$ cat src/rtl/bcd_counter_pkg.sv
// Shared constants and digit helpers for the BCD counter.
// Optional parallel load is enabled by defining BCD_LOAD_EN.
package bcd_counter_pkg;

  localparam int         BCD_DIGIT_W = 4;
  localparam logic [3:0] BCD_MAX     = 4'd9;
  localparam logic [3:0] BCD_MIN     = 4'd0;
  localparam logic       DIR_UP      = 1'b0;
  localparam logic       DIR_DOWN    = 1'b1;

  function automatic logic [3:0] bcd_step(
    input logic [3:0] d,
    input logic       dir
  );
    if (dir == DIR_DOWN)
      return (d == BCD_MIN) ? BCD_MAX : d - 4'd1;
    else
      return (d >= BCD_MAX) ? BCD_MIN : d + 4'd1;
  endfunction

  function automatic logic bcd_term(
    input logic [3:0] d,
    input logic       dir
  );
    return (dir == DIR_DOWN) ? (d == BCD_MIN)
                             : (d == BCD_MAX);
  endfunction

  // Non-decimal nibbles are squashed to zero on load.
  function automatic logic [3:0] bcd_sat(
    input logic [3:0] d
  );
    return (d > BCD_MAX) ? BCD_MIN : d;
  endfunction

endpackage

$ cat src/rtl/bcd_digit.sv
// One BCD decade with ripple enable out for cascading.
// LOAD/DIN ports exist only when BCD_LOAD_EN is defined.
module bcd_digit
  import bcd_counter_pkg::*;
(
  input  logic                   CLK,
  input  logic                   CLR,
  input  logic                   CE,
  input  logic                   DIR,
`ifdef BCD_LOAD_EN
  input  logic                   LOAD,
  input  logic [BCD_DIGIT_W-1:0] DIN,
`endif
  output logic [BCD_DIGIT_W-1:0] Q,
  output logic                   CEO
);

  logic                   ld;
  logic [BCD_DIGIT_W-1:0] dval;

`ifdef BCD_LOAD_EN
  assign ld   = LOAD;
  assign dval = bcd_sat(DIN);
`else
  assign ld   = 1'b0;
  assign dval = BCD_MIN;
`endif

  always_ff @(posedge CLK) begin
    if (CLR)
      Q <= BCD_MIN;
    else if (ld)
      Q <= dval;
    else if (CE)
      Q <= bcd_step(Q, DIR);
  end

  // Suppressed during load so no stage downstream sees a stray tick.
  assign CEO = CE & ~ld & bcd_term(Q, DIR);

endmodule

$ cat src/rtl/bcd_counter.sv
// Multi-decade up/down BCD counter built from chained bcd_digit.
// Optional parallel load is enabled by defining BCD_LOAD_EN.
module bcd_counter
  import bcd_counter_pkg::*;
#(
  parameter int DIGITS = 4
) (
  input  logic                  CLK,
  input  logic                  CLR,
  input  logic                  CE,
  input  logic                  DIR,
`ifdef BCD_LOAD_EN
  input  logic                  LOAD,
  input  logic [4*DIGITS-1:0]   DIN,
`endif
  output logic [4*DIGITS-1:0]   Q,
  output logic                  CEO
);

  logic [DIGITS:0] en;

  assign en[0] = CE;

  for (genvar i = 0; i < DIGITS; i++) begin : g_dig
    bcd_digit u_digit (
      .CLK  (CLK),
      .CLR  (CLR),
      .CE   (en[i]),
      .DIR  (DIR),
`ifdef BCD_LOAD_EN
      .LOAD (LOAD),
      .DIN  (DIN[BCD_DIGIT_W*i +: BCD_DIGIT_W]),
`endif
      .Q    (Q[BCD_DIGIT_W*i +: BCD_DIGIT_W]),
      .CEO  (en[i+1])
    );
  end

  assign CEO = en[DIGITS];

endmodule

$ cat config.mk
export PLATFORM = sky130hd
export DESIGN_NAME = bcd_counter
export DESIGN_NICKNAME = d
export VERILOG_FILES = /design/src/rtl/bcd_counter_pkg.sv /design/src/rtl/bcd_digit.sv /design/src/rtl/bcd_counter.sv
export SDC_FILE = /design/constraint.sdc
export NUM_CORES = 1
export LEC_CHECK = 0
export ABC_AREA = 1
export CORE_ASPECT_RATIO = 0.75
export CORE_MARGIN = 5
export CORE_UTILIZATION = 47
export DETAILED_ROUTE_END_ITERATION = 8
export MAX_ROUTING_LAYER = met4
export PLACE_DENSITY = 0.7
export SETUP_SLACK_MARGIN = 0.1
export SYNTH_ARGS = -nofsm -noshare
export SYNTH_HDL_FRONTEND = slang
export SYNTH_SLANG_ARGS = --single-unit
$ cat constraint.sdc
create_clock -name CLK -period 3.65 [get_ports CLK]
set_clock_uncertainty 0.05 [all_clocks]
set_input_delay 0.365 -clock CLK [delete_from_list [all_inputs] [get_ports CLK]]
set_output_delay 0.365 -clock CLK [all_outputs]
set_load 0.03 [all_outputs]
== Yosys cells after proc, flatten, opt, wreduce, memory -nomap -nowiden ==
Index checks and enable logic that the tools add are counted.

* Add/subtract/negate cells: 8
* $lt $le $gt $ge: 4
* Equality and inequality tests: 4
* Multiplexer cells: 16
* Bitwise operators: 4
* Reductions and logical operators: 4

{| class="wikitable"
|+ Operator list
! operator !! number
|-
| 2-to-1 mux 4 bit || 12
|-
| adder 4 x 1 -> 4 bit (second input constant) || 4
|-
| equality test 4 bit (second input constant) || 4
|-
| >= comparator 4 bit (second input constant) || 4
|-
| zero test 4 bit || 4
|-
| subtractor 4 x 1 -> 4 bit (second input constant) || 4
|-
| bitwise AND 1 bit || 4
|-
| 2-to-1 mux 1 bit || 4
|}

* Bits in registers: 16
* Input bits: 4
* Output and inout port bits: 17
* Logic and storage cells: 44

== Logic depth before layout (Yosys ltp) ==
* Depth after elaboration: 6
* Gate-level depth with buffers: 12

== By module ==
A second synthesis with hierarchy kept.

* Cells, all modules: 220
* Area, all modules: 1466.4 um2

{| class="wikitable"
|+ Modules (own cells, without submodules)
! module !! times used !! cells each !! area an instance (um2) !! sequential area each (um2)
|-
| bcd_digit || 4 || 55 || 366.6 || 80.1
|}

== Worst setup path before layout ==
OpenSTA, ideal clock, no wires.

* Path kind: flip-flop to output port
* Start: reg g_dig[2].u_digit.Q[0]
* End: out CEO
* Arrival time: 1.663 ns
* Setup slack: 1.572 ns
* Cell stages (with the launch flop): 8
* Path buffers: 0
* Path through: dfxtp_1 -> ha_1 -> inv_1 -> nor2_1 -> nand2_1 -> nand2_4 -> nand4_1 -> nor2_1

* Cells in the longest elaborated chain, start to end: 4
* Elaborated cells between the ends (all ways): 5
* Classes of those cells: 1 x eq/ne; 1 x mux; 2 x bitwise; 1 x reduce/logical

{| class="wikitable"
|+ Ends and longest elaborated chain
! what !! RTL line !! source
|-
| start: declaration || bcd_digit.sv:14 || <nowiki>output logic [BCD_DIGIT_W-1:0] Q,</nowiki>
|-
| start signal: assignment || bcd_digit.sv:33 || <nowiki>Q <= dval;</nowiki>
|-
| start signal: assignment || bcd_digit.sv:35 || <nowiki>Q <= bcd_step(Q, DIR);</nowiki>
|-
| equality test 4 bit or zero test 4 bit (tied branches) || bcd_counter_pkg.sv:26, bcd_counter_pkg.sv:25 ||
|-
| 2-to-1 mux 1 bit (*) || bcd_counter_pkg.sv:25 || <nowiki>return (dir == DIR_DOWN) ? (d == BCD_MIN)</nowiki>
|-
| bitwise AND 1 bit (*) (2 in a row) || bcd_digit.sv:39 || <nowiki>assign CEO = CE & ~ld & bcd_term(Q, DIR);</nowiki>
|-
| end: declaration || bcd_counter.sv:17 || <nowiki>output logic CEO</nowiki>
|}

Mark *: on every way between the ends. The rest lies on a longest branch, timed or not.

== Final worst setup path ==
* Start: in DIR
* End: out CEO

* Cells in the longest elaborated chain, start to end: 5
* Elaborated cells between the ends (all ways): 8
* Classes of those cells: 4 x mux; 4 x bitwise

{| class="wikitable"
|+ Ends and longest elaborated chain
! what !! RTL line !! source
|-
| start: declaration || bcd_counter.sv:11 || <nowiki>input logic DIR,</nowiki>
|-
| 2-to-1 mux 1 bit || bcd_counter_pkg.sv:25 ||
|-
| bitwise AND 1 bit (3 in a row) || bcd_digit.sv:39 ||
|-
| bitwise AND 1 bit (*) || bcd_digit.sv:39 ||
|}

Marks and branches as above.

==> metrics.md <==
| Metric | Value |
|---|---|
| Post-CTS Setup Repair Bufs | 0 |
| Synth Cell Area | 1490 sq um |
| CTS tree | built |
| Layout Nets | 269 |
| TritonCTS Buffers | 3 |
| Startpoint Class | input pin |
| Largest net degree at the start of global routing | 17 |
| Setup TNS | 0 ns |
| GRT Total Usage | 0.160 |
| Top reg by flops | g_dig.u_digit.Q |
| Clock sink count | 16 |
| Final core utilization | 0.579 |
| Clock latency on the worst-skew pair | 0.25 ns |
| Post-DP HPWL | 2480 um |
| Top post-synthesis cells by area | dfxtp_1 (22%), ha_1 (13%), nand3_1 (11%) |
| Max Cap Viol | 0 |
| Remaining Overflow, GRT | 0 |
| # diodes | 0 |
| Commonest cells after routing, fill and taps aside | nand2_1 (40), nand3_1 (33), inv_1 (27), nor2_1 (27), clkdlybuf4s50_1 (20) |
| Sequential-to-total area share from yosys stat | 0.215 |
| Crit path max fanout | 16 |
| Seq cells post-synth | 16 |
| Power per cell area | 300 nW/um^2 |
| Initial Util | 0.496 |
| Syn-to-layout area delta | 16.8% |
| Total number of vias | 1,499 |
| Unrepaired setup endpoints after global routing | false |
| Syn_nets | 249 |
| Sw Share | 0.374 |
| Sequential group share of total power | 0.392 |
| Ports | 21 |
| Worst EP required | 3.23 ns |
| PortBufs | 20 |
| Post-synth ARST share | 0 |
| Combinational Power Share | 0.338 |
| Worst-path clk slew | 0.06 ns |
| Setup violations, final | 0 |
| CTS hold repair buffers | 0 |
| Core Region | 3000 sq um |
| DRT Pass-1 Iters | 4 |
| Synth warn | 0 |
| Fin cells | 285 |
| DRT Wirelength | 3300 um |
| Cell-internal power | 326 uW |
| # rows | 17 |
| Die area | 4400 sq um |
| Drc violations | 0 |
| Slew headroom | 0.638 |
| Vias per std cell | 5.26 |
| Chip width | 74.9 um |
| Fillers | 294 |
| Vias in the first global route | 1,191 |
| Library cells used by synthesis | 29 |
| DP Cell Count | 282 |
| Layout cells sized above 1 | 0.0769 |
| Biggest regs | g_dig.u_digit.Q (16) |
| Fmax | 329 MHz |
| H-tree Lvls | 1 |
| Period utilization | 0.833 |
| Max FFs per register | 16 |
| Worst slew pin tran | 0.541 ns |
| Most common cell after layout, fill and taps aside | nand2_1 |
| Crit end category | primary output |
| Sw power | 195 uW |
| Die H | 58.7 um |
| Critical path class | in2out |
| Initial antenna violation count | 0 |
| Post-synth EDFFs | 0 |
| Hold Crit Class | reg2reg |
| Total power draw | 520 uW |
| Fin. Hold Viols | 0 |
| Yosys top cell by area | dfxtp_1 |
| Final ANT Viol Nets | 0 |
| Longest Clk Path Bufs | 2 |
| First-pass GRT wire length | 5400 um |
| Mapped Cells | 229 |
| Routed WL per cell | 11.6 um |
| Status | completed |
| Initial DRC Count | 114 |
| Avg Inst Size Synth | 6.49 sq um |
| PostCTS Resize Cnt | 0 |
| Routability cong. | 0.902 |
| Placed Instance Area | 1690 sq um |
| Max Slew Vio Count | 0 |
| Synth Flop Type | dfxtp_1 |
| Clock network power share | 0.270 |
| Final Cell Area | 1740 sq um |
| Share of the synthesized area in the top cell type | 0.215 |
| Worst path arrival time | 2.63 ns |
| Minimum clock period | 3.04 ns |
| VDD IR-drop max | 0.164 mV |
| Root buffer cell | clkbuf_8 |
| LEAKAGE | 0.000760 uW |
-- worst max-delay path: stages --
cell and delay [ns]:
clkdlybuf4s50_1 0.81, inv_2 0.26, nand2_2 0.17, nand4_1 0.16, nor2_1 0.17, clkdlybuf4s50_1 0.69
-- synth_stat cells, types with 3 or more instances --
cell type	n
a21oi_1	13
dfxtp_1	16
ha_1	16
inv_1	27
inv_2	5
nand2_1	40
nand2_2	3
nand3_1	33
nand4_1	9
nor2_1	27
o211ai_1	4
o21ai_0	13
xor2_1	3
-- kinds of logic after synthesis --
family | Yosys count | share of synthesized area
AO/OA/AOI/OAI | 35 | 0.131
XOR/XNOR | 4 | 0.0236
adder cells (fa/ha/maj) | 16 | 0.135
buffers and inverters | 38 | 0.110
flip-flops | 16 | 0.215
AND/OR/NAND/NOR | 120 | 0.385
-- per-layer routing --
metal  GRT usage  wire (um)
met1       0.241       1760
met5           -          0
met4      0.0152          0
met3      0.0461        198
met2       0.215       1340
-- path summary, 6_finish.rpt --
path / from / endpoint / slack [ns] / cells after the start
setup / recovery: DIR / CEO / 0.61 / 6
hold / removal: g_dig[2].u_digit.Q[1] / g_dig[2].u_digit.Q[1] / 0.49 / 2
setup reg to reg: g_dig[0].u_digit.Q[0] / g_dig[2].u_digit.Q[1] / 1.90 / 9
hold reg to reg: g_dig[2].u_digit.Q[1] / g_dig[2].u_digit.Q[1] / 0.49 / 2
-- metrics by stage --
stage / hold WS (ns) / setup WS, ns
6_report: 0.487 / 0.608
3_3_place_gp: 0.475 / 0.669
5_1_grt: 0.550 / 0.398
4_1_cts: 0.491 / 0.597
3_5_place_dp: 0.481 / 0.619
2_1_floorplan: 0.377 / 1.57
-- final cells by class --
class	instances	area, sq um	share of cell area
Sequential cell	16	320	0.185
Inverter	33	124	0.0714
Timing Repair Buffer	20	200	0.115
Tap cell	38	47.5	0.0274
Multi-Input combinational cell	175	1000	0.578
Clock buffer	3	41.3	0.0238
-- power by group through the flow --
stage / Combinational, uW / Sequential [uW] / Clock [uW]
after floorplan: 114 / 223 / 0
after global placement: 175 / 208 / 0
after detailed placement: 175 / 208 / 0
after CTS: 176 / 204 / 146
after global routing: 196 / 207 / 152
final: 176 / 204 / 141
No activity file was read; power rests on OpenSTA's default activity.
